$ cat config.mk
export PLATFORM = sky130hd
export DESIGN_NAME = lsu_mem_master
export DESIGN_NICKNAME = d
export VERILOG_FILES = /design/src/rtl/lsu_mem_master.sv
export SDC_FILE = /design/constraint.sdc
export NUM_CORES = 1
export LEC_CHECK = 0
export ABC_CLOCK_PERIOD_IN_PS = 2700
export BUFFER_PORTS_ARGS = -buffer_cell sky130_fd_sc_hd__buf_4
export CAP_MARGIN = 20
export CORE_MARGIN = 3
export CORE_UTILIZATION = 49
export CTS_CLUSTER_SIZE = 16
export DETAILED_ROUTE_END_ITERATION = 10
export GPL_ROUTABILITY_DRIVEN = 0
export GPL_TIMING_DRIVEN = 0
export PLACE_DENSITY = 0.85
export SLEW_MARGIN = 0
export SYNTH_ARGS = -nofsm -noshare
export SYNTH_HDL_FRONTEND = slang
export SYNTH_SLANG_ARGS = --single-unit
$ cat constraint.sdc
create_clock -name clk -period 2.7 [get_ports clk]
set_input_delay 0.54 -clock clk [delete_from_list [all_inputs] [get_ports clk]]
set_output_delay 0.54 -clock clk [all_outputs]
set_load 0.01 [all_outputs]
$ cat src/rtl/lsu_mem_master.sv
// rtl/lsu_mem_master.sv - load/store initiator for the data-memory responder port
// One request at a time: IDLE -> ACCESS -> RESP, or IDLE -> RESP on a misaligned/illegal request.
module lsu_mem_master #(
    parameter int MEM_LATENCY = 1,
    parameter int ADDR_W      = 32
) (
    input  logic              clk,
    input  logic              rst,
    input  logic              req_valid,
    output logic              req_ready,
    input  logic              req_wen,
    input  logic [ADDR_W-1:0] req_addr,
    input  logic [31:0]       req_wdata,
    input  logic [1:0]        req_size,
    input  logic              req_sext,
    output logic              resp_valid,
    input  logic              resp_ready,
    output logic [31:0]       resp_rdata,
    output logic              resp_fault,
    output logic              mem_ren,
    output logic [ADDR_W-1:0] mem_raddr,
    output logic              mem_wen,
    output logic [ADDR_W-1:0] mem_waddr,
    output logic [31:0]       mem_wdata,
    output logic              mem_suffix_b,
    output logic              mem_suffix_h,
    output logic              mem_sext,
    input  logic [31:0]       mem_rdata
);

    localparam int CNT_W = $clog2(MEM_LATENCY) + 1;
    localparam logic [CNT_W-1:0] CNT_LAST = CNT_W'(MEM_LATENCY - 1);

    typedef enum logic [1:0] {IDLE, ACCESS, RESP} state_t;

    state_t           state;
    logic [CNT_W-1:0] cnt;
    logic             fault;
    logic             access_done;

    always_comb begin
        fault = (req_size == 2'b11)
              | ((req_size == 2'b01) & req_addr[0])
              | ((req_size == 2'b10) & (req_addr[1:0] != 2'b00));
    end

    // The registered strobes double as the latched request while in ACCESS.
    always_comb begin
        access_done = mem_wen | (cnt == CNT_LAST);
    end

    always_ff @(posedge clk) begin
        if (rst) begin
            state        <= IDLE;
            cnt          <= '0;
            req_ready    <= 1'b1;
            resp_valid   <= 1'b0;
            resp_rdata   <= '0;
            resp_fault   <= 1'b0;
            mem_ren      <= 1'b0;
            mem_raddr    <= '0;
            mem_wen      <= 1'b0;
            mem_waddr    <= '0;
            mem_wdata    <= '0;
            mem_suffix_b <= 1'b0;
            mem_suffix_h <= 1'b0;
            mem_sext     <= 1'b0;
        end else begin
            case (state)
                IDLE: begin
                    if (req_valid) begin
                        req_ready  <= 1'b0;
                        resp_rdata <= '0;
                        cnt        <= '0;
                        if (fault) begin
                            state      <= RESP;
                            resp_valid <= 1'b1;
                            resp_fault <= 1'b1;
                        end else begin
                            state        <= ACCESS;
                            resp_fault   <= 1'b0;
                            mem_ren      <= ~req_wen;
                            mem_wen      <= req_wen;
                            mem_raddr    <= req_addr;
                            mem_waddr    <= req_addr;
                            mem_wdata    <= req_wen ? req_wdata : 32'h0;
                            mem_suffix_b <= (req_size == 2'b00);
                            mem_suffix_h <= (req_size == 2'b01);
                            mem_sext     <= req_sext & ~req_wen;
                        end
                    end
                end
                ACCESS: begin
                    if (access_done) begin
                        if (!mem_wen) begin
                            resp_rdata <= mem_rdata;
                        end
                        state        <= RESP;
                        resp_valid   <= 1'b1;
                        mem_ren      <= 1'b0;
                        mem_wen      <= 1'b0;
                        mem_raddr    <= '0;
                        mem_waddr    <= '0;
                        mem_wdata    <= '0;
                        mem_suffix_b <= 1'b0;
                        mem_suffix_h <= 1'b0;
                        mem_sext     <= 1'b0;
                    end else begin
                        cnt <= cnt + 1'b1;
                    end
                end
                RESP: begin
                    if (resp_ready) begin
                        state      <= IDLE;
                        resp_valid <= 1'b0;
                        req_ready  <= 1'b1;
                    end
                end
                default: state <= IDLE;
            endcase
        end
    end

endmodule

* Word-level counts from Yosys, hierarchy flattened
Cells that the tools add are included.
Storage, ports and cells: bits in registers 107, bits of input ports 104, word-level logic and storage cells 91, output and inout port bits 136
Cells by class: bitwise gates (word level) 8, $add $sub $neg 1, reductions and logical operators 13, multiplexer cells 44, equal/unequal tests 12
Operators with widths (count):
- 2-to-1 mux 32 bit | 9
- case mux 32 bit (2 select lines) | 3
- 2-to-1 mux 1 bit | 19
- inequality test 2 bit (second input constant) | 7
- case mux 1 bit (2 select lines) | 7
- AND reduction 3 bit | 3
- 2-to-1 mux 2 bit | 4
- AND reduction 4 bit | 2
- == test 2 bit (second input constant) | 3
- case mux 2 bit (3 select lines) | 1
- nonzero test 2 bit | 3
- AND reduction 5 bit | 1
- == test 2 x 1 -> 1 bit (second input constant) | 2
- logical NOT 2 bit | 2
- bitwise AND 1 bit | 3
- bitwise OR 1 bit | 3
- case mux 1 bit (3 select lines) | 1
- nonzero test 3 bit | 1
- NOT 1 bit | 2
- AND reduction 2 bit | 1
- adder 1 bit (second input constant) | 1

* Logic depth before layout (Yosys ltp)
Gate-level depths: netlist of the first run.
depth in word-level cells 7, gate-level depth with buffers 7, depth with buffers taken out 4

* Worst setup path after synthesis of the first run
Ideal clock, no wire load.
kind input-to-reg, start in req_addr[1], end reg mem_wdata[18], setup time 0.069 ns, buffers on the path 3, required time 2.631 ns, path slack 0.949 ns, stages on the path 7, data arrival time 1.682 ns, path through nor3_1 or3_1 clkbuf_1 buf_2 buf_2 nand4_1 o21ai_1
Between the ends: cells in the longest elaborated chain, start to end 5
RTL lines:
- from (decl) | line 12 | input logic [ADDR_W-1:0] req_addr,
- nonzero test 2 bit | line 44 | | ((req_size == 2'b10) & (req_addr[1:0] != 2'b00));
- bitwise AND 1 bit | line 44
- bitwise OR 1 bit | line 44
- inequality test 2 bit (no line)
- AND reduction 4 bit (no line)
- to (signal assigned) | line 86 | mem_wdata <= req_wen ? req_wdata : 32'h0;
- to (decl) | line 24 | output logic [31:0] mem_wdata,
No other way between the ends. A chain may end at the register's enable or synchronous reset.

* Worst setup path after layout of the first run
start reg state[0], end reg mem_wdata[16]
Between the ends: cells in the longest elaborated chain, start to end 3, elaborated cells on any way between the ends 8, those cells by class eq/ne: 4; mux: 1; reduce/logical: 3
RTL lines:
- from (decl) | line 36 | state_t state;
- from (signal assigned) | line 54 | state <= IDLE;
- from (signal assigned) | line 76 | state <= RESP;
- from (signal assigned) | line 80 | state <= ACCESS;
- == test 2 x 1 -> 1 bit / logical NOT 2 bit (equally long branches) | line 69 | case (state)
- inequality test 2 bit (no line) / nonzero test 2 bit (equally long branches)
- AND reduction 4 bit (no line)
Several ways; a longest one is shown, not always the timed one.

==> flow_summary.ini, run 1 <==
[global_routing]
grt_usage_pct = 25.7
overflow = 0
antenna_found_initial = 0
grt_pass1_vias = 4745
grt_first_pass_wirelength_um = 23100
grt_max_degree = 17

[worst_setup_path]
ff2ff_setup_slack_ns = 0.75
reg2reg_depth = 7
critPathKind = flip-flop to flip-flop
crit_buf_inv = 4
crit_arrival_ns = 2.23
rr_endpoint = mem_wdata[16]
cp_max_fo = 10
crit_path_cell_trace = buf_2, or3_1, clkbuf_1, buf_2, buf_2, nand4_1, o21ai_0
r2r_start = state[0]
max_stage_delay_ns = 0.42
worstPathRequired_ns = 2.98
end_kind = flip-flop
cp_common_cell = buf_2
cp_top_family = buffers and inverters
critPathLaunchType = flip-flop
critPathSlowestCell = dfxtp_1

[min_path]
hold_class = input port to flip-flop
min_to = mem_wdata[11]
whs_path_depth = 3
min_from = req_wdata[11]

[drt]
ant_nets = 0
post_drt_wl_per_cell_um = 15.6
drt_iter0_markers = 204
first_pass_iters = 4
avgViaCountPerCell = 5.27
drc_errors = 0
wl_um = 14200
num_vias = 4803

[timing]
post-route-period-util_pct = 72.4
fmax_mhz = 512
finalCriticalPeriod_ns = 1.95
rsz0062_at_grt = no
slew_violations = 0
final-setup-viol-count = 0
finClkSkew_ns = 0.0113
hold_viol = 0
slew_headroom_pct = 58.3
tightest_slew_ns = 0.622
finalSetupTns_ns = 0

[logic_synthesis]
synth_commonest_cells = dfxtp_1, nand4_1, o21ai_0
mappedNetlistArea_mm2 = 0.00467
yosysSeqAreaShare_pct = 45.9
ys_top_cells_by_area = dfxtp_1, nand4_1, mux2i_1, o21ai_0, buf_4
synthArstFlopShare_pct = 0
ys_warn_count = 0
synth_cell_type_count = 29
synth-edff-count = 0
avgSynthCellArea_um2 = 8.76
yosys.area.top_type = dfxtp_1
synth_top_flop_cell = dfxtp_1
ys_ff_latch = 107
synth_most_common_cell = dfxtp_1
syn_nets = 637
syn_inst = 533
synth_top_area_share_pct = 45.9

[cts]
clock_latency_ns = 0.37
cts_tree = done
clkTransAtPathRegs_ns = 0.10
hold_buffers = 0
clock_sinks = 107
cts_setup_buffers = 0
cts_max_path_buffers = 2
numCtsBuffers = 9
h-tree-depth = 3
cts_root_buf = clkbuf_8
cts_resized = 0

[power]
leakage_nw = 3.07
ir_drop_mv = 0.330
sw_frac_of_total_pct = 29.0
power.density_mw_per_mm2 = 516
power_frac_comb_pct = 23.8
power.internal_mw = 2.49
pwr-share-seq_pct = 48.8
power_frac_clock_pct = 27.4
switchingPower_mw = 1.02

[final_layout]
antennaDiodeCount = 0
n_fill_cell = 661
layout.nets = 886
fin_cells = 912
multi_input_area_mm2 = 0.00205
layout-drive-gt1-share_pct = 39.1
area_growth_pct = 45.6
seq_area_mm2 = 0.00214

[die]
die_x_um = 104
rows = 34
num_io_pins = 240
die-area_mm2 = 0.0107
dieHeight_um = 104
initial_core_util_pct = 52.0
coreArea_mm2 = 0.00898

[placement]
io_buffer_count = 238
dp_cells = 897
dp_hpwl_um = 10900

[outcome]
status = finished, final reports clean

[job]
cap_violations = 0
-- worst min-delay path, stage by stage --
cell and delay [ns]:
buf_4 0.08, nand4_1 0.05, o21ai_0 0.06
-- registers in the layout, indices dropped and copies added (netlist names), 2 cells and up --
signal,cells
mem_waddr,32
mem_wdata,32
resp_rdata,32
state,2
-- power groups by stage --
| stage | Sequential, mW | Clock, mW | Combinational, mW |
|---|---|---|---|
| finish | 1.71 | 0.960 | 0.835 |
| global route | 1.72 | 1.04 | 0.912 |
| CTS | 1.71 | 0.962 | 0.836 |
| detailed placement | 1.75 | 0 | 0.834 |
| global placement | 1.74 | 0 | 0.817 |
| floorplan | 1.77 | 0 | 0.419 |
-- worst max-delay path by stage --
| stage | start | endpoint | depth (start not counted) |
|---|---|---|---|
| detailed placement | req_addr[1] | mem_wdata[10] | 8 |
| global placement | req_addr[1] | mem_wdata[12] | 8 |
| floorplan | req_addr[1] | mem_wdata[18] | 7 |
| global route | mem_wen | mem_waddr[14] | 5 |
| finish | state[0] | mem_wdata[16] | 7 |
| CTS | mem_wen | mem_waddr[11] | 5 |
-- cells by family (layout without fill, tap and decap cells) --
| logic type | after synthesis | in the layout | synth area share [%] |
|---|---|---|---|
| DFF | 107 | 107 | 45.9 |
| and+or+nand+nor | 196 | 196 | 24.4 |
| buffers and inverters | 84 | 337 | 10.3 |
| AOI/OAI and AO/OA | 114 | 114 | 12.5 |
| muxes | 32 | 32 | 6.86 |
-- through the flow --
| stage | hold WS [ns] | worst slack (ns) | utilization (%) | power (mW) | cell area (um2) |
|---|---|---|---|---|---|
| after CTS | 0.400 | 0.739 | 75.7 | 3.51 | 6800 |
| after detailed placement | 0.448 | 0.447 | 73.7 | 2.58 | 6610 |
| after global placement | 0.444 | 0.460 | 73.7 | 2.56 | 6610 |
| after global routing | 0.401 | 0.556 | 75.7 | 3.68 | 6800 |
| after floorplan | 0.461 | 0.949 | - | 2.19 | 4670 |
| final | 0.400 | 0.746 | 75.7 | 3.51 | 6800 |
-- area by class of cell --
class / instances / area share, %
Tap cell: 126 / 2.32
Clock inverter: 5 / 0.810
Multi-Input combinational cell: 342 / 30.1
Buffer: 84 / 7.09
Timing Repair Buffer: 238 / 26.3
Sequential cell: 107 / 31.5
Clock buffer: 10 / 1.88
-- cell usage in the layout (no fill, tap or decap), drive strengths merged --
cell / synthesis / routed
a211oi: 1 / 1
a21oi: 41 / 41
and2: 32 / 32
and3b: 1 / 1
buf: 46 / 284
bufinv: 0 / 1
clkbuf: 38 / 48
clkinv: 0 / 2
clkinvlp: 0 / 2
dfxtp: 107 / 107
mux2i: 32 / 32
nand2: 5 / 5
nand2b: 38 / 38
nand3: 2 / 2
nand4: 66 / 66
nand4b: 1 / 1
nor2: 39 / 39
nor2b: 2 / 2
nor3: 4 / 4
nor3b: 2 / 2
o21ai: 71 / 71
o21bai: 1 / 1
or3: 3 / 3
or3b: 1 / 1
-- metal layers --
metal / GRT usage [%] / vias up / routed length (um) / share of wire [%]
li1: - / 2328 / - / -
met1: 29.1 / 2211 / 5580 / 39
met2: 44.1 / 221 / 6970 / 49
met3: 8.27 / 43 / 1110 / 7.8
met4: 12.0 / 0 / 531 / 3.7
met5: 0 / - / 0 / 0
Note: power is estimated with default switching activity, not from simulation.
==> run 2, diff against run 1 <==
--- a/config.mk
+++ b/config.mk
@@ -5,16 +5,17 @@
 export SDC_FILE = /design/constraint.sdc
 export NUM_CORES = 1
 export LEC_CHECK = 0
-export ABC_CLOCK_PERIOD_IN_PS = 2700
+export ABC_AREA = 1
+export ABC_CLOCK_PERIOD_IN_PS = 1950
 export BUFFER_PORTS_ARGS = -buffer_cell sky130_fd_sc_hd__buf_4
 export CAP_MARGIN = 20
 export CORE_MARGIN = 3
-export CORE_UTILIZATION = 49
+export CORE_UTILIZATION = 46
 export CTS_CLUSTER_SIZE = 16
 export DETAILED_ROUTE_END_ITERATION = 10
 export GPL_ROUTABILITY_DRIVEN = 0
 export GPL_TIMING_DRIVEN = 0
-export PLACE_DENSITY = 0.85
+export PLACE_DENSITY = 0.8
 export SLEW_MARGIN = 0
 export SYNTH_ARGS = -nofsm -noshare
 export SYNTH_HDL_FRONTEND = slang
==> constraint.sdc (replaced) <==
create_clock -name clk -period 1.95 [get_ports clk]
set_input_delay 0.39 -clock clk [delete_from_list [all_inputs] [get_ports clk]]
set_output_delay 0.39 -clock clk [all_outputs]
set_load 0.01 [all_outputs]
==> flow_summary.ini, run 2 <==
[outcome]
status = finished, final reports clean

[logic_synthesis]
ys_ff_latch = 107
synth_compound_area_share_pct = 11.4
muxShareOfSynthArea_pct = 0
yosysSeqAreaShare_pct = 44.6
avgSynthCellArea_um2 = 7.08
synth_simple_gate_area_share_pct = 32.4
synth_top_family_by_area = simple AND/OR/NAND/NOR gates
synth_top_flop_cell = dfxtp_1
synthAdderAreaFrac_pct = 0
syn_nets = 782
ys_top_cells_by_area = dfxtp_1, nand2_1, a21oi_1, nand3_1, buf_4
synth-edff-count = 0
synth_cell_type_count = 19
yosys.area.top_type = dfxtp_1
syn_inst = 678
synth_commonest_cells = nand2_1, dfxtp_1, a21oi_1
synthArstFlopShare_pct = 0
synth_most_common_cell = nand2_1
synth_top_area_share_pct = 44.6
synth_xor_xnor_area_share_pct = 0
mappedNetlistArea_mm2 = 0.00480
ys_warn_count = 0

[final_layout]
layout-drive-gt1-share_pct = 34.1
reg_top3 = mem_waddr: 32 flops, mem_wdata: 32 flops, resp_rdata: 32 flops
n_fill_cell = 873
area_growth_pct = 45.0
layout_common_cells = buf_4, nand2_1, dfxtp_1
seq_area_mm2 = 0.00214
layout_commonest_cell = buf_4
layout.nets = 1030
antennaDiodeCount = 0
multi_input_area_mm2 = 0.00210
final_area_mm2 = 0.00696
fin_cells = 1063

[placement]
io_buffer_count = 237
dp_hpwl_um = 11700
placed_area_mm2 = 0.00674
dp_cells = 1048
pre_cts_slack_ns = 0.0417

[global_routing]
grt_first_pass_wirelength_um = 23500
antenna_found_initial = 0
grt_pass1_vias = 5015
overflow = 0
grt_usage_pct = 24.5
grt_max_degree = 17

[timing]
finalSetupTns_ns = 0
rsz0062_at_grt = no
tightest_slew_ns = 0.517
post-route-period-util_pct = 90.9
fmax_mhz = 564
finalCriticalPeriod_ns = 1.77
slew_headroom_pct = 65.6
timing.final.ws_setup_ns = 0.178
finClkSkew_ns = 0.0117
final-setup-viol-count = 0
hold_viol = 0
slew_violations = 0

[cts]
clkTransAtPathRegs_ns = 0.10
clock_latency_ns = 0.35
cts_root_buf = clkbuf_8
cts_tree = done
h-tree-depth = 3
clock_sinks = 107
cts_max_path_buffers = 2
numCtsBuffers = 9

[drt]
num_vias = 5416
drt_iter0_markers = 318
avgViaCountPerCell = 5.10
first_pass_iters = 5
ant_nets = 0
drc_errors = 0
wl_um = 15100
post_drt_wl_per_cell_um = 14.2

[worst_setup_path]
critPathLaunchType = flip-flop
cp_max_fo = 10
critPathSlowestCell = dfxtp_1
max_stage_delay_ns = 0.53
end_kind = flip-flop
crit_path_cell_trace = nor2_4, nand2_1, nand2_2, nor2_4, buf_4, buf_2, nand3_1, nand2_1, nor2_1
worstPathRequired_ns = 2.20
critPathKind = flip-flop to flip-flop
r2r_start = state[1]
crit_arrival_ns = 2.02
startpoint = state[1]

[power]
power.density_mw_per_mm2 = 777
leakage_nw = 3.29
ir_drop_mv = 0.481
p_total_mw = 5.41

[die]
die-area_mm2 = 0.0117
num_io_pins = 240
die_x_um = 108
initial_core_util_pct = 48.2
dieHeight_um = 108
rows = 36
coreArea_mm2 = 0.00995

[job]
cap_violations = 0

[min_path]
min_from = mem_rdata[30]
hold_class = input port to flip-flop
run 2: layout make-up:
class / count / area share (%)
Sequential cell: 107 / 30.8
Multi-Input combinational cell: 470 / 30.3
Timing Repair Buffer: 237 / 25.6
Buffer: 91 / 7.46
Tap cell: 133 / 2.39
Clock buffer: 11 / 1.89
Clock inverter: 4 / 1.10
Inverter: 10 / 0.540
run 2: path summary, 6_finish.rpt:
path / cells after the start / slack [ns] / to
max reg2reg: 9 / 0.18 / mem_waddr[25]
min reg2reg: 2 / 0.46 / resp_valid
max: 9 / 0.18 / mem_waddr[25]
min: 3 / 0.31 / resp_rdata[30]
run 2: stage by stage:
step | hold WS [ns] | util [%]
6_report | 0.313 | 69.9
5_1_grt | 0.295 | 69.9
4_1_cts | 0.299 | 69.8
3_5_place_dp | 0.445 | 67.7
3_3_place_gp | 0.440 | 67.7
2_1_floorplan | 0.436 | -
run 2: cells by family (layout without fill, tap and decap cells):
group | count (synthesis) | count (layout)
DFF | 107 | 107
and+or+nand+nor | 362 | 362
AOI/OAI and AO/OA | 108 | 108
buffers and inverters | 101 | 353
run 2: metal layers:
layer | wire [um] | track usage (%)
met1 | 6070 | 30.2
met2 | 7320 | 42.1
met4 | 434 | 10.0
met5 | 0 | 0
met3 | 1290 | 4.78
run 2: power by group:
part | total (mW) | switching [mW] | internal (mW)
logic | 1.54 | 0.806 | 0.735
registers | 2.44 | 0.113 | 2.33
clock network | 1.43 | 0.706 | 0.721
run 2: repair_timing:
item | 4_1_cts | 5_1_grt
gates resized for setup | 0 | 1
setup endpoints to repair | 0 | 95
hold buffers | 0 | 0
buffers inserted | 0 | 0
run 2: critical path: cells and delay by family, from the launching register on:
kind	cells	cell delay [ns]
buffers and inverters	2	0.43
flip-flops	1	0.53
AND/OR/NAND/NOR	7	0.72
==> run 3, diff against run 2 <==
--- a/config.mk
+++ b/config.mk
@@ -5,7 +5,7 @@
 export SDC_FILE = /design/constraint.sdc
 export NUM_CORES = 1
 export LEC_CHECK = 0
-export ABC_AREA = 1
+export ABC_AREA = 0
 export ABC_CLOCK_PERIOD_IN_PS = 1950
 export BUFFER_PORTS_ARGS = -buffer_cell sky130_fd_sc_hd__buf_4
 export CAP_MARGIN = 20
@@ -15,7 +15,7 @@
 export DETAILED_ROUTE_END_ITERATION = 10
 export GPL_ROUTABILITY_DRIVEN = 0
 export GPL_TIMING_DRIVEN = 0
-export PLACE_DENSITY = 0.8
+export PLACE_DENSITY = 0.81
 export SLEW_MARGIN = 0
 export SYNTH_ARGS = -nofsm -noshare
 export SYNTH_HDL_FRONTEND = slang
==> flow_summary.ini, run 3 (synthesized netlist as in run 1, its figures left out) <==
[drt]
wl_um = 14500
drc_errors = 0
post_drt_wl_per_cell_um = 15.8
first_pass_iters = 4
num_vias = 4771
avgViaCountPerCell = 5.19
drt_iter0_markers = 210
ant_nets = 0

[power]
p_total_mw = 5.06
leakage_nw = 3.11
sw_frac_of_total_pct = 27.6
power_frac_comb_pct = 23.3
power.internal_mw = 3.66
switchingPower_mw = 1.40
power.density_mw_per_mm2 = 736
pwr-share-seq_pct = 46.8
power_frac_clock_pct = 29.9
ir_drop_mv = 0.446

[die]
rows = 36
dieHeight_um = 107
die_x_um = 107
coreArea_mm2 = 0.00982
num_io_pins = 240
initial_core_util_pct = 47.6
die-area_mm2 = 0.0114

[worst_setup_path]
critPathLaunchType = flip-flop
cp_max_fo = 10
end_kind = flip-flop
startpoint = mem_wen
crit_buf_inv = 2
cp_top_family = simple AND/OR/NAND/NOR gates
crit_arrival_ns = 2.07
worstPathRequired_ns = 2.18
max_stage_delay_ns = 0.39
critPathKind = flip-flop to flip-flop
crit_path_cell_trace = and3b_1, or3_1, buf_6, clkbuf_1, o21ai_0, a21oi_1
critPathSlowestCell = dfxtp_1
r2r_start = mem_wen

[placement]
dp_hpwl_um = 11400
io_buffer_count = 238

[global_routing]
grt_usage_pct = 24.3
grt_max_degree = 17
grt_first_pass_wirelength_um = 22400
overflow = 0
antenna_found_initial = 0
grt_pass1_vias = 4628

[outcome]
status = finished, final reports clean

[cts]
cts_setup_buffers = 0
numCtsBuffers = 9
cts_tree = done
cts_max_path_buffers = 2
hold_buffers = 0
h-tree-depth = 3
clkTransAtPathRegs_ns = 0.10
cts_root_buf = clkbuf_8
clock_sinks = 107
clock_latency_ns = 0.37

[final_layout]
layout_commonest_cell = buf_4
area_growth_pct = 47.3
reg_top3 = mem_waddr: 32 flops, mem_wdata: 32 flops, resp_rdata: 32 flops
layout_common_cells = buf_4, dfxtp_1, nand4_1
layout.nets = 885
antennaDiodeCount = 0
layout-drive-gt1-share_pct = 39.7
n_fill_cell = 780

[timing]
final-setup-viol-count = 0
tightest_slew_ns = 0.603
slew_headroom_pct = 59.6
post-route-period-util_pct = 94.2
fmax_mhz = 544
hold_viol = 0
finalCriticalPeriod_ns = 1.84
finClkSkew_ns = 0.0118
slew_violations = 0
whs_ns = 0.245

[min_path]
min_from = req_wdata[12]
hold_class = input port to flip-flop

[job]
cap_violations = 0
## run 3: changes by cell type in the layout (fill, tap and decap cells not counted), moves of 9 or more
cell / before / now
o21ai_1: 0 / 15
and2_1: 0 / 32
nand3_1: 74 / 2
nand4_1: 32 / 66
o21ai_0: 2 / 56
nor2_1: 74 / 38
nand2b_1: 0 / 38
buf_2: 22 / 10
a21oi_1: 105 / 40
mux2i_1: 0 / 32
inv_1: 9 / 0
nand2_1: 176 / 5
## run 3: power groups by stage
stage                     Clock (mW)  Combinational [mW]  Sequential [mW]
after floorplan                    0               0.581             2.45
after global placement             0                1.13             2.41
after detailed placement           0                1.16             2.42
after CTS                       1.54                1.17             2.37
after global routing            1.64                1.28             2.38
final                           1.51                1.18             2.37
## run 3: what timing repair did
item                                    4_1_cts  5_1_grt
cloned                                        0        0
endpoints found under the setup margin       12       92
resized for setup                             1       15
## run 3: metrics by stage
step                      instance area [um2]  cells  worst slack (ns)  utilization [%]  setup TNS (ns)
after floorplan                          4670    533             0.273                -               0
after global placement                   6620    904            -0.126             67.4           -1.44
after detailed placement                 6620    904            -0.166             67.4           -2.31
after CTS                                6850    920            0.0275             69.8               0
after global routing                     6880    919         -0.000216             70.0       -0.000216
final                                    6880    919             0.112             70.0               0
## run 3: worst paths after layout
| kind | slack (ns) | depth (start not counted) | to |
|---|---|---|---|
| setup / recovery | 0.11 | 6 | mem_waddr[10] |
| hold / removal | 0.25 | 3 | mem_wdata[12] |
| setup reg to reg | 0.11 | 6 | mem_waddr[10] |
| hold reg to reg | 0.48 | 2 | mem_wdata[24] |
## run 3: area by class of cell
cell class	instances	area (um2)	share of cell area, %
Buffer	83	488	7.10
Sequential cell	107	2140	31.1
Multi-Input combinational cell	342	2070	30.0
Clock inverter	4	72.6	1.06
Timing Repair Buffer	238	1790	26.0
Tap cell	133	166	2.42
Clock buffer	12	155	2.26
## run 3: worst reg2reg max path, cell delays in order (launching register included)
cell	delay [ns]
dfxtp_1	0.39
and3b_1	0.23
or3_1	0.36
buf_6	0.15
clkbuf_1	0.22
o21ai_0	0.27
a21oi_1	0.09
## run 3: metal layers
| layer | up-vias | part of all wire (%) | routed length, um | GRT usage, % |
|---|---|---|---|---|
| li1 | 2328 | - | - | - |
| met1 | 2223 | 39 | 5690 | 28.0 |
| met2 | 193 | 51 | 7390 | 43.5 |
| met3 | 27 | 7.8 | 1130 | 5.60 |
| met4 | 0 | 2.3 | 339 | 9.22 |
| met5 | - | 0 | 0 | 0 |
